<file path="src/rtl/acc_cpu_param.sv">
// Parametrised accumulator CPU core with a generic req/ready memory port.
// Executes one instruction per IDLE->FETCH->EXEC pass, plus PTR/DATA for memory operands.
module acc_cpu_param #(
  parameter int unsigned DATA_WIDTH = 16,
  parameter int unsigned ADDR_WIDTH = 16,
  parameter int unsigned OUT_WIDTH  = 8
) (
  input  logic                  clk,
  input  logic                  rst_n,
  input  logic                  step,
  input  logic                  run,
  output logic                  busy,
  output logic                  halt,
  output logic                  trap,
  output logic [ADDR_WIDTH-1:0] pc_out,
  input  logic [OUT_WIDTH-1:0]  data_in,
  output logic [OUT_WIDTH-1:0]  data_out,
  output logic                  mem_req,
  output logic                  mem_we,
  output logic [ADDR_WIDTH-1:0] mem_addr,
  output logic [DATA_WIDTH-1:0] mem_wdata,
  input  logic [DATA_WIDTH-1:0] mem_rdata,
  input  logic                  mem_ready
);

  localparam int unsigned ImmWidth = DATA_WIDTH - 6;

  localparam logic [3:0] OpNop   = 4'h0;
  localparam logic [3:0] OpHalt  = 4'h1;
  localparam logic [3:0] OpLoad  = 4'h2;
  localparam logic [3:0] OpStore = 4'h3;
  localparam logic [3:0] OpAdd   = 4'h4;
  localparam logic [3:0] OpSub   = 4'h5;
  localparam logic [3:0] OpAnd   = 4'h6;
  localparam logic [3:0] OpOr    = 4'h7;
  localparam logic [3:0] OpXor   = 4'h8;
  localparam logic [3:0] OpNot   = 4'h9;
  localparam logic [3:0] OpBr    = 4'hA;
  localparam logic [3:0] OpIf    = 4'hB;
  localparam logic [3:0] OpOut   = 4'hC;
  localparam logic [3:0] OpAdc   = 4'hD;
  localparam logic [3:0] OpIn    = 4'hE;
  localparam logic [3:0] OpTrap  = 4'hF;

  typedef enum logic [2:0] {
    StIdle,
    StFetch,
    StExec,
    StPtr,
    StData,
    StHalt,
    StTrap
  } state_e;

  state_e state_q, state_d;

  logic [ADDR_WIDTH-1:0] pc_q, pc_d;
  logic [ADDR_WIDTH-1:0] ea_q, ea_d;
  logic [DATA_WIDTH-1:0] acc_q, acc_d;
  logic [DATA_WIDTH-1:0] inst_q, inst_d;
  logic [OUT_WIDTH-1:0]  dout_q, dout_d;
  logic                  zero_q, zero_d;
  logic                  carry_q, carry_d;
  logic                  skip_q, skip_d;
  logic                  skipped_q, skipped_d;

  // Instruction fields
  logic [3:0]          op;
  logic [1:0]          mode;
  logic [ImmWidth-1:0] imm;

  assign op   = inst_q[DATA_WIDTH-1 -: 4];
  assign mode = inst_q[DATA_WIDTH-5 -: 2];
  assign imm  = inst_q[ImmWidth-1:0];

  logic [ADDR_WIDTH-1:0] dir_addr, ptr_addr, pc_inc, br_target;
  logic [DATA_WIDTH-1:0] imm_data, din_data;

  assign dir_addr  = ADDR_WIDTH'(imm);
  assign ptr_addr  = ADDR_WIDTH'(mem_rdata);
  assign pc_inc    = pc_q + ADDR_WIDTH'(1);
  assign br_target = pc_inc + ADDR_WIDTH'(signed'(imm));
  assign imm_data  = DATA_WIDTH'(imm);
  assign din_data  = DATA_WIDTH'(data_in);

  logic has_operand, illegal, if_cond;

  always_comb begin
    has_operand = 1'b0;
    case (op)
      OpLoad, OpStore, OpAdd, OpSub, OpAnd, OpOr, OpXor, OpAdc: has_operand = 1'b1;
      default: has_operand = 1'b0;
    endcase
  end

  assign illegal = (op == OpTrap) ||
                   (has_operand && ((mode == 2'd3) || ((op == OpStore) && (mode == 2'd0))));

  always_comb begin
    if_cond = 1'b0;
    case (imm[1:0])
      2'd0:    if_cond = ~zero_q;
      2'd1:    if_cond = zero_q;
      2'd2:    if_cond = ~carry_q;
      default: if_cond = ~skipped_q;
    endcase
  end

  // ALU: operand comes from the immediate in EXEC, from memory in DATA
  logic [DATA_WIDTH-1:0] alu_b, alu_res;
  logic [DATA_WIDTH:0]   sum;
  logic                  alu_c, alu_wr, alu_wr_c, cin;

  assign alu_b = (state_q == StData) ? mem_rdata : imm_data;
  assign cin   = (op == OpAdc) & carry_q;

  always_comb begin
    alu_res  = acc_q;
    alu_c    = carry_q;
    alu_wr   = 1'b0;
    alu_wr_c = 1'b0;
    sum      = '0;
    case (op)
      OpLoad: begin
        alu_res = alu_b;
        alu_wr  = 1'b1;
      end
      OpAdd, OpAdc: begin
        sum      = {1'b0, acc_q} + {1'b0, alu_b} + {{DATA_WIDTH{1'b0}}, cin};
        alu_res  = sum[DATA_WIDTH-1:0];
        alu_c    = sum[DATA_WIDTH];
        alu_wr   = 1'b1;
        alu_wr_c = 1'b1;
      end
      OpSub: begin
        alu_res  = acc_q - alu_b;
        alu_c    = (acc_q >= alu_b);
        alu_wr   = 1'b1;
        alu_wr_c = 1'b1;
      end
      OpAnd: begin
        alu_res = acc_q & alu_b;
        alu_wr  = 1'b1;
      end
      OpOr: begin
        alu_res = acc_q | alu_b;
        alu_wr  = 1'b1;
      end
      OpXor: begin
        alu_res = acc_q ^ alu_b;
        alu_wr  = 1'b1;
      end
      OpNot: begin
        alu_res = ~acc_q;
        alu_wr  = 1'b1;
      end
      OpIn: begin
        alu_res = din_data;
        alu_wr  = 1'b1;
      end
      default: ;
    endcase
  end

  // State register
  always_ff @(posedge clk) begin
    if (!rst_n) begin
      state_q <= StIdle;
    end else begin
      state_q <= state_d;
    end
  end

  // Next-state logic
  always_comb begin
    state_d = state_q;
    unique case (state_q)
      StIdle:  if (run || step) state_d = StFetch;
      StFetch: if (mem_ready) state_d = StExec;
      StExec: begin
        if (skip_q) begin
          state_d = StIdle;
        end else if (illegal) begin
          state_d = StTrap;
        end else if (op == OpHalt) begin
          state_d = StHalt;
        end else if (has_operand && (mode == 2'd1)) begin
          state_d = StData;
        end else if (has_operand && (mode == 2'd2)) begin
          state_d = StPtr;
        end else begin
          state_d = StIdle;
        end
      end
      StPtr:   if (mem_ready) state_d = StData;
      StData:  if (mem_ready) state_d = StIdle;
      StHalt:  state_d = StHalt;
      StTrap:  state_d = StTrap;
      default: state_d = StIdle;
    endcase
  end

  // Outputs; request fields derive from held registers so they stay stable until ready
  always_comb begin
    busy      = 1'b0;
    halt      = 1'b0;
    trap      = 1'b0;
    mem_req   = 1'b0;
    mem_we    = 1'b0;
    mem_addr  = '0;
    mem_wdata = '0;
    unique case (state_q)
      StFetch: begin
        busy     = 1'b1;
        mem_req  = 1'b1;
        mem_addr = pc_q;
      end
      StExec: busy = 1'b1;
      StPtr: begin
        busy     = 1'b1;
        mem_req  = 1'b1;
        mem_addr = dir_addr;
      end
      StData: begin
        busy     = 1'b1;
        mem_req  = 1'b1;
        mem_addr = ea_q;
        if (op == OpStore) begin
          mem_we    = 1'b1;
          mem_wdata = acc_q;
        end
      end
      StHalt:  halt = 1'b1;
      StTrap:  trap = 1'b1;
      default: ;
    endcase
  end

  assign pc_out   = pc_q;
  assign data_out = dout_q;

  // Datapath next-state
  logic alu_en;

  always_comb begin
    pc_d      = pc_q;
    ea_d      = ea_q;
    acc_d     = acc_q;
    inst_d    = inst_q;
    dout_d    = dout_q;
    zero_d    = zero_q;
    carry_d   = carry_q;
    skip_d    = skip_q;
    skipped_d = skipped_q;
    alu_en    = 1'b0;
    unique case (state_q)
      StFetch: if (mem_ready) inst_d = mem_rdata;
      StExec: begin
        skipped_d = skip_q;
        skip_d    = 1'b0;
        if (skip_q) begin
          pc_d = pc_inc;
        end else if (!illegal) begin
          pc_d = (op == OpBr) ? br_target : pc_inc;
          if (op == OpIf) skip_d = if_cond;
          if (op == OpOut) dout_d = acc_q[OUT_WIDTH-1:0];
          if (!has_operand || (mode == 2'd0)) alu_en = 1'b1;
          if (has_operand && (mode == 2'd1)) ea_d = dir_addr;
        end
      end
      StPtr:  if (mem_ready) ea_d = ptr_addr;
      StData: if (mem_ready && (op != OpStore)) alu_en = 1'b1;
      default: ;
    endcase
    if (alu_en && alu_wr) begin
      acc_d  = alu_res;
      zero_d = (alu_res == '0);
    end
    if (alu_en && alu_wr_c) carry_d = alu_c;
  end

  always_ff @(posedge clk) begin
    if (!rst_n) begin
      pc_q      <= '0;
      ea_q      <= '0;
      acc_q     <= '0;
      inst_q    <= '0;
      dout_q    <= '0;
      zero_q    <= 1'b0;
      carry_q   <= 1'b0;
      skip_q    <= 1'b0;
      skipped_q <= 1'b0;
    end else begin
      pc_q      <= pc_d;
      ea_q      <= ea_d;
      acc_q     <= acc_d;
      inst_q    <= inst_d;
      dout_q    <= dout_d;
      zero_q    <= zero_d;
      carry_q   <= carry_d;
      skip_q    <= skip_d;
      skipped_q <= skipped_d;
    end
  end

endmodule

</file>
<file path="config.mk">
export PLATFORM = sky130hd
export DESIGN_NAME = acc_cpu_param
export DESIGN_NICKNAME = d
export VERILOG_FILES = /design/src/rtl/acc_cpu_param.sv
export SDC_FILE = /design/constraint.sdc
export NUM_CORES = 1
export LEC_CHECK = 0
export CAP_MARGIN = 20
export CORE_UTILIZATION = 51
export CTS_CLUSTER_DIAMETER = 40
export CTS_CLUSTER_SIZE = 16
export DETAILED_ROUTE_END_ITERATION = 10
export PLACE_DENSITY = 0.73
export SLEW_MARGIN = 20
export SYNTH_ARGS = -nofsm -noshare
export SYNTH_HDL_FRONTEND = slang
export SYNTH_SLANG_ARGS = --single-unit
</file>
<file path="constraint.sdc">
create_clock -name clk -period 4.52 [get_ports clk]
set_clock_uncertainty 0.05 [all_clocks]
set_input_delay 0.904 -clock clk [delete_from_list [all_inputs] [get_ports clk]]
set_output_delay 0.904 -clock clk [all_outputs]
set_load 0.05 [all_outputs]
</file>
==> run_results.csv <==
group,metric,value,unit
run_status,status,"finished clean",
setup_path,path_class,"input port to flip-flop",
timing,setup_viol,0,
floorplan,chipWidth,127.5,um
floorplan,core_area,15260,um2
timing,hold_viol,0,
layout,drive_gt1_share,12.54,%
layout,instances_no_fill,1463,
route,routedWlPerCell,18.60,um
floorplan,ioPinCount,90,
route,route.detailed.drc,0,
cts,ctsHoldBuffers,0,
layout,design_area,9952,um2
logic_synthesis,synth-main-ff-cell,"dfxtp_1",
placement,io_buffers,89,
cts,clk_pin_slew,0.07,ns
global_route,grt_util_all_layers,33.10,%
floorplan,dieHeight,127.5,um
global_route,grt_max_degree,70,
layout,area_delta_synth_final,23.95,%
global_route,grt_pass1_wl,42.08,mm
timing,finalCritPeriodShare,97.59,%
logic_synthesis,netlist.area_leader.share,19.95,%
route,dr_total_vias,8869,
route,ant_nets,0,
logic_synthesis,ys_ff_latch,80,
logic_synthesis,synthXorXnorAreaFrac,3.818,%
logic_synthesis,postSynthCellCount,1125,
min_path,hold_class,"flip-flop to flip-flop",
setup_path,cp_top_family,"simple AND/OR/NAND/NOR gates",
setup_path,cpPeakStageDelay,0.45,ns
layout,nNetsFinal,1355,
global_route,antenna_found_initial,0,
pwr,p_per_area,243.6,nW/um2
setup_path,end_kind,"flip-flop",
cts,worstSkewPairLatency,0.36,ns
logic_synthesis,ys_seq_area_share,19.95,%
route,routed_wl,27.21,mm
logic_synthesis,synth_top_family_by_area,"compound AO/OA/AOI/OAI gates",
logic_synthesis,synth_cell_types,81,
cts,cts_tree,"built",
route,drt_iter0_drc,974,
pwr,ir_drop,0.2268,mV
logic_synthesis,synthTopCellsByArea,"dfxtp_1 20%, ha_1 12%, nand2_1 7.2%",
timing,slew_headroom,23.80,%
global_route,grt_pass1_vias,7807,
logic_synthesis,avgSynthCellArea,7.137,um2
timing,worst_pin_slew,1.137,ns
setup_path,critical_path.max_fanout,3,
route,drtPass1Iterations,6,
logic_synthesis,synth_area,8029,um2
cts,clockRootBuffer,"clkbuf_16",
placement,gp_congestion,0.9909,
logic_synthesis,synth.net_count,1233,
placement,hpwl,19.69,mm
setup_path,required,4.78,ns
setup_path,worst-path-buf-inv,1,
floorplan,num_rows,45,
setup_path,path_cells,"clkdlybuf4s50_1 -> mux2_4 -> fa_2 -> fa_1 -> a21o_1 -> a41oi_2 -> nand2_2 -> a2bb2oi_1 -> mux2i_1 -> o22ai_1 -> or3b_1 -> or4_4 -> nor4_2 -> a31o_1",
logic_synthesis,synth_adder_area_share,12.69,%
cts,clock-sinks,80,
logic_synthesis,synth_compound_gate_area_share,28.02,%
timing,fmax,226.7,MHz
timing,fin_setup_tns,0,ns
cts,cts_buffers,9,
placement,postPlaceCellArea,9544,um2
cts,clockBufferDepth,2,
logic_synthesis,synth_edf_count,0,
timing,fin_crit,4.411,ns
flow_run,maxCapViolations,0,
logic_synthesis,yosysTopAreaCell,"dfxtp_1",
logic_synthesis,synthMuxAreaShare,5.283,%
route,avgViaCountPerCell,6.062,
floorplan,start_util,52.62,%
layout,diodes,0,
setup_path,cp-start-kind,"input port",
cts,cts_max_level,3,
setup_path,critPathArrivalTime,4.67,ns
timing,maxSlewViolCount,0,
logic_synthesis,synth_warnings,0,
global_route,grt_overflow_total,0,
floorplan,dieArea,16250,um2
logic_synthesis,synthSimpleGateAreaFrac,23.48,%
placement,dp.cells,1445,
logic_synthesis,synth-async-reset-ratio,0,%
pwr,p_leak,4.038,nW
setup_path,crit_slowest_cell,"clkdlybuf4s50_1",
cells in the final DEF, fill, tap and decap left out, types with 7 or more instances in the layout:
cell type / instances
nor2_1: 127
nor3_1: 41
a211oi_1: 8
a221oi_1: 8
o22ai_1: 7
xor2_1: 11
o21bai_1: 8
buf_4: 105
a311oi_1: 13
o211ai_1: 15
nor2b_1: 12
dfxtp_1: 80
a21oi_1: 104
nand2b_1: 10
clkbuf_16: 9
xnor2_1: 24
nand2_1: 153
o221ai_1: 7
inv_1: 59
a21o_1: 12
mux2i_1: 34
nand3_1: 32
o21ai_0: 54
or3_1: 7
clkdlybuf4s50_1: 75
a22oi_1: 14
a31oi_1: 10
ha_1: 75
and3_1: 12
power breakdown:
group | internal, mW | switching [mW]
clock | 0.488 | 0.344
combinational | 0.349 | 0.484
sequential | 0.729 | 0.0306
repair_timing:
| action | 4_1_cts | 5_1_grt |
|---|---|---|
| pin swaps | 0 | 6 |
| buffers inserted | 0 | 2 |
| resized for setup | 2 | 14 |
| hold endpoints to repair | 0 | 0 |
| setup endpoints to repair | 1 | 1 |
through the flow:
step,util [%],hold WS (ns),worst slack [ns],power [mW]
floorplan,-,0.3816,0.3554,1.279
global placement,62.55,0.3971,-0.2942,1.561
detailed placement,62.55,0.3984,-0.3539,1.566
CTS,64.74,0.4083,0.07563,2.390
global route,65.22,0.4380,-0.1112,2.518
finish,65.22,0.4064,0.1090,2.424
tightest hold or removal path: stages (launching register included):
cell,delay (ns)
dfxtp_1,0.31
nand2_1,0.05
a21oi_1,0.05
worst paths after layout:
path / startpoint / end / slack [ns] / depth (start not counted)
min: ea_q[14] / ea_q[14] / 0.41 / 2
max: mem_rdata[0] / zero_q / 0.11 / 14
max reg2reg: state_q[0] / zero_q / 0.14 / 17
min reg2reg: ea_q[14] / ea_q[14] / 0.41 / 2
Yosys cell counts (all sizes together), types with 18 or more instances:
cell and count:
nor2 127, nand2 155, o21ai 56, clkbuf 52, xnor2 24, ha 75
dfxtp 80, mux2i 36, nand3 32, a21oi 105, buf 18, inv 62
nor3 44
state kept, by name (all words and copies together) (netlist names):
name,count
zero_q,1
acc_q,16
carry_q,1
data_out,8
has_operand,1
state_q,3
inst_q,16
pc_out,16
ea_q,16
skip_q,1
skipped_q,1
logic make-up after synthesis:
family | count (synthesis)
flops | 80
buf+inv | 134
simple gates | 425
xor+xnor | 35
mux | 41
compound gates | 331
fa+ha+maj | 79
layout make-up:
| cell class | instances | area [um2] |
|---|---|---|
| Inverter | 64 | 242.7 |
| Timing Repair Buffer | 181 | 1550 |
| Fill cell | 1369 | 5306 |
| Clock buffer | 10 | 229.0 |
| Clock inverter | 6 | 90.09 |
| Tap cell | 211 | 264.0 |
| Multi-Input combinational cell | 911 | 5974 |
| Sequential cell | 80 | 1602 |
routing by layer:
metal | share of wire [%] | vias to the layer above | track usage, %
met4 | 2.5 | 0 | 11.55
met3 | 8.2 | 62 | 4.439
met5 | 0 | - | 0
met2 | 43 | 435 | 51.17
met1 | 46 | 4098 | 46.96
li1 | - | 4274 | -
Power figures use the tool's default switching activity.
==> variant, RTL diff (same settings) <==
Set the parameter `OUT_WIDTH` to 12 (it was 8).
--- a/src/rtl/acc_cpu_param.sv
+++ b/src/rtl/acc_cpu_param.sv
@@ -3,7 +3,7 @@
 module acc_cpu_param #(
   parameter int unsigned DATA_WIDTH = 16,
   parameter int unsigned ADDR_WIDTH = 16,
-  parameter int unsigned OUT_WIDTH  = 8
+  parameter int unsigned OUT_WIDTH  = 12
 ) (
   input  logic                  clk,
   input  logic                  rst_n,
Ports: changed (resized data_in and data_out); port bits go from 90 to 98. No check against the original RTL was run, so the function may have changed too.
==> variant against the unedited design <==
  * The flow now finishes with violations (design-rule violations)
  * Power shrank 12%
  * Register-to-register slack gained 190 ps
  * Non-clock buffer count shrank 9
  * Design area grew 1.4%
  * Area after synthesis grew 2.8%
  * Sequential cell count grew 4
  * Setup slack gained 170 ps
  * Routed wire length grew 9.4%
  * Critical path depth grew 1
  * Critical path type unchanged
  * Largest cell class unchanged
  * Highest routed layer unchanged
==> variant: results (changes against the unedited design) <==
stage,metric,value,unit,change
worst_setup_path,r2r_setup_slack,330,ps,was 140 ps
synthesis,ys_seq_elements,84,,was 80
route,detailedRoute.firstIterationViolations,1029,,was 974
global_route,grt_max_degree,41,,was 70
synthesis,async_flop_share,0,%,unchanged
global_route,antenna_found_initial,0,,unchanged
global_route,first_global_vias,8196,,was 7807
route,wirelength,29770,um,was 27210 um
clocking,path_clk_slew,70,ps,about the same
clocking,cts_buffer_depth,2,,unchanged
route,drt_pass1_iterations,8,,was 6
worst_setup_path,cp.arrival,4460,ps,was 4670 ps
worst_setup_path,cp-startpoint,mem_rdata[4],,was mem_rdata[0]
synthesis,synth_nets,1265,,was 1233
final_layout,antenna-diode-count,0,,unchanged
synthesis,syn_inst,1153,,was 1125
worst_setup_path,r2r_cells,16,,was 17
run_status,status,finished with violations,,"was complete, no violations"
placed_design,place_area,9728,um^2,was 9544 um^2
run_status,violations,design-rule violations,,
synthesis,netlist.top_cell.by_area,dfxtp_1,,unchanged
placed_design,dpl.hpwl,21960,um,was 19690 um
global_route,track_usage,35.66,%,was 33.10%
worst_setup_path,critical_path_class,input pin to register,,unchanged
route,drc,1,,was 0
worst_hold_path,worstHoldPathType,register to register,,unchanged
synthesis,netlist-cell-type-count,78,,was 81
pwr,p_leak,3.844,nW,was 4.038 nW
worst_setup_path,r2r_start,state_q[0],,unchanged
final_layout,drive_gt1_share,9.858,%,was 12.54%
worst_setup_path,critPathMaxFanout,6,,was 3
synthesis,ys_seq_area_share,20.38,%,was 19.95%
final_layout,final_cell_count_no_fill,1484,,was 1463
global_route,grt_pass1_wl,45430,um,was 42080 um
clocking,htreeDepth,3,,unchanged
synthesis,synth_warnings,0,,unchanged
pwr,vdd_ir_drop_max,0.2191,mV,was 0.2268 mV
timing,slew_headroom,33.37,%,was 23.80%
synthesis,yosys-top-cells-area,"dfxtp_1, ha_1, nand2_1",,unchanged
placed_design,io_buffers,97,,was 89
clocking,clk_latency,360,ps,about the same
route,vias,9231,,was 8869
final_layout,nets,1375,,was 1355
synthesis,synthTopCellsByCount,"nand2_1, nor2_1, a21oi_1",,unchanged
worst_setup_path,crit-reg2reg-capture,zero_q,,unchanged
clocking,cts_buffers,9,,unchanged
placed_design,gp_congestion,1.025,,was 0.9909
## variant: per-stage QoR
stage / power, W / setup TNS [ps] / hold slack, ps / setup WS, ps
final: 0.002124 / 0 / 404.6 / 274.6
after CTS: 0.002110 / 0 / 407.1 / 99.29
after global placement: 0.001347 / -227.7 / 391.0 / -184.3
after detailed placement: 0.001351 / -353.1 / 396.8 / -245.4
after floorplan: 0.001140 / 0 / 382.3 / 521.6
after global routing: 0.002206 / 0 / 420.8 / 87.77
## variant: layout make-up
class                           instances  area, um^2
Timing Repair Buffer                  172        1538
Multi-Input combinational cell        937        6083
Sequential cell                        84        1682
Clock buffer                           10       239.0
Tap cell                              216       270.3
Fill cell                            1446        5741
Clock inverter                          6       53.80
Inverter                               59       221.5
## variant: timing repair
item / 4_1_cts / 5_1_grt
setup buffers: 0 / 0
endpoints found under the setup margin: 0 / 2
resized for setup: 0 / 15
endpoints found under the hold margin: 0 / 0
## variant: report_power, final
| part | internal [W] | switching (W) | leakage, nW |
|---|---|---|---|
| clock | 0.000399 | 0.000367 | 0.142 |
| sequential | 0.000758 | 0.0000243 | 0.679 |
| combinational | 0.000230 | 0.000346 | 3.02 |
## variant: worst min-delay path by stage
stage / slack (ps) / cells after the start / endpoint / start
global route: 420 / 2 / ea_q[15] / ea_q[15]
finish: 400 / 2 / ea_q[13] / ea_q[13]
floorplan: 380 / 2 / ea_q[10] / ea_q[10]
global placement: 390 / 2 / ea_q[12] / ea_q[12]
CTS: 410 / 2 / ea_q[13] / ea_q[13]
detailed placement: 400 / 2 / ea_q[13] / ea_q[13]
## variant: cell families (layout without fill, tap and decap cells)
group           count (synthesis)  in the layout  share of synthesized area [%]
fa+ha+maj                      80             80                          12.46
flops                          84             84                          20.38
simple gates                  457            457                          25.37
buf+inv                       132            247                          6.778
compound gates                331            331                          27.05
mux                            39             39                          4.776
xor+xnor                       30             30                          3.184
## variant: routing by layer
layer  share of wire (%)  track usage, %  vias to the layer above
li1                    -               -                     4356
met1                  45           50.63                     4324
met2                  42           51.58                      473
met3                 9.7           7.308                       78
met4                 3.7           15.78                        0
met5                   0               0                        -
## variant: worst max-delay path: stages
cell             delay, ps
clkdlybuf4s50_1        500
nand2_1                 60
nand2_1                110
inv_1                   70
ha_1                   380
buf_4                  180
nand3_1                 70
o211ai_1               330
o22ai_1                220
o31ai_1                460
a31oi_1                210
a22o_1                 270
o31a_1                 270
a2bb2oi_1              150
o41ai_2                270
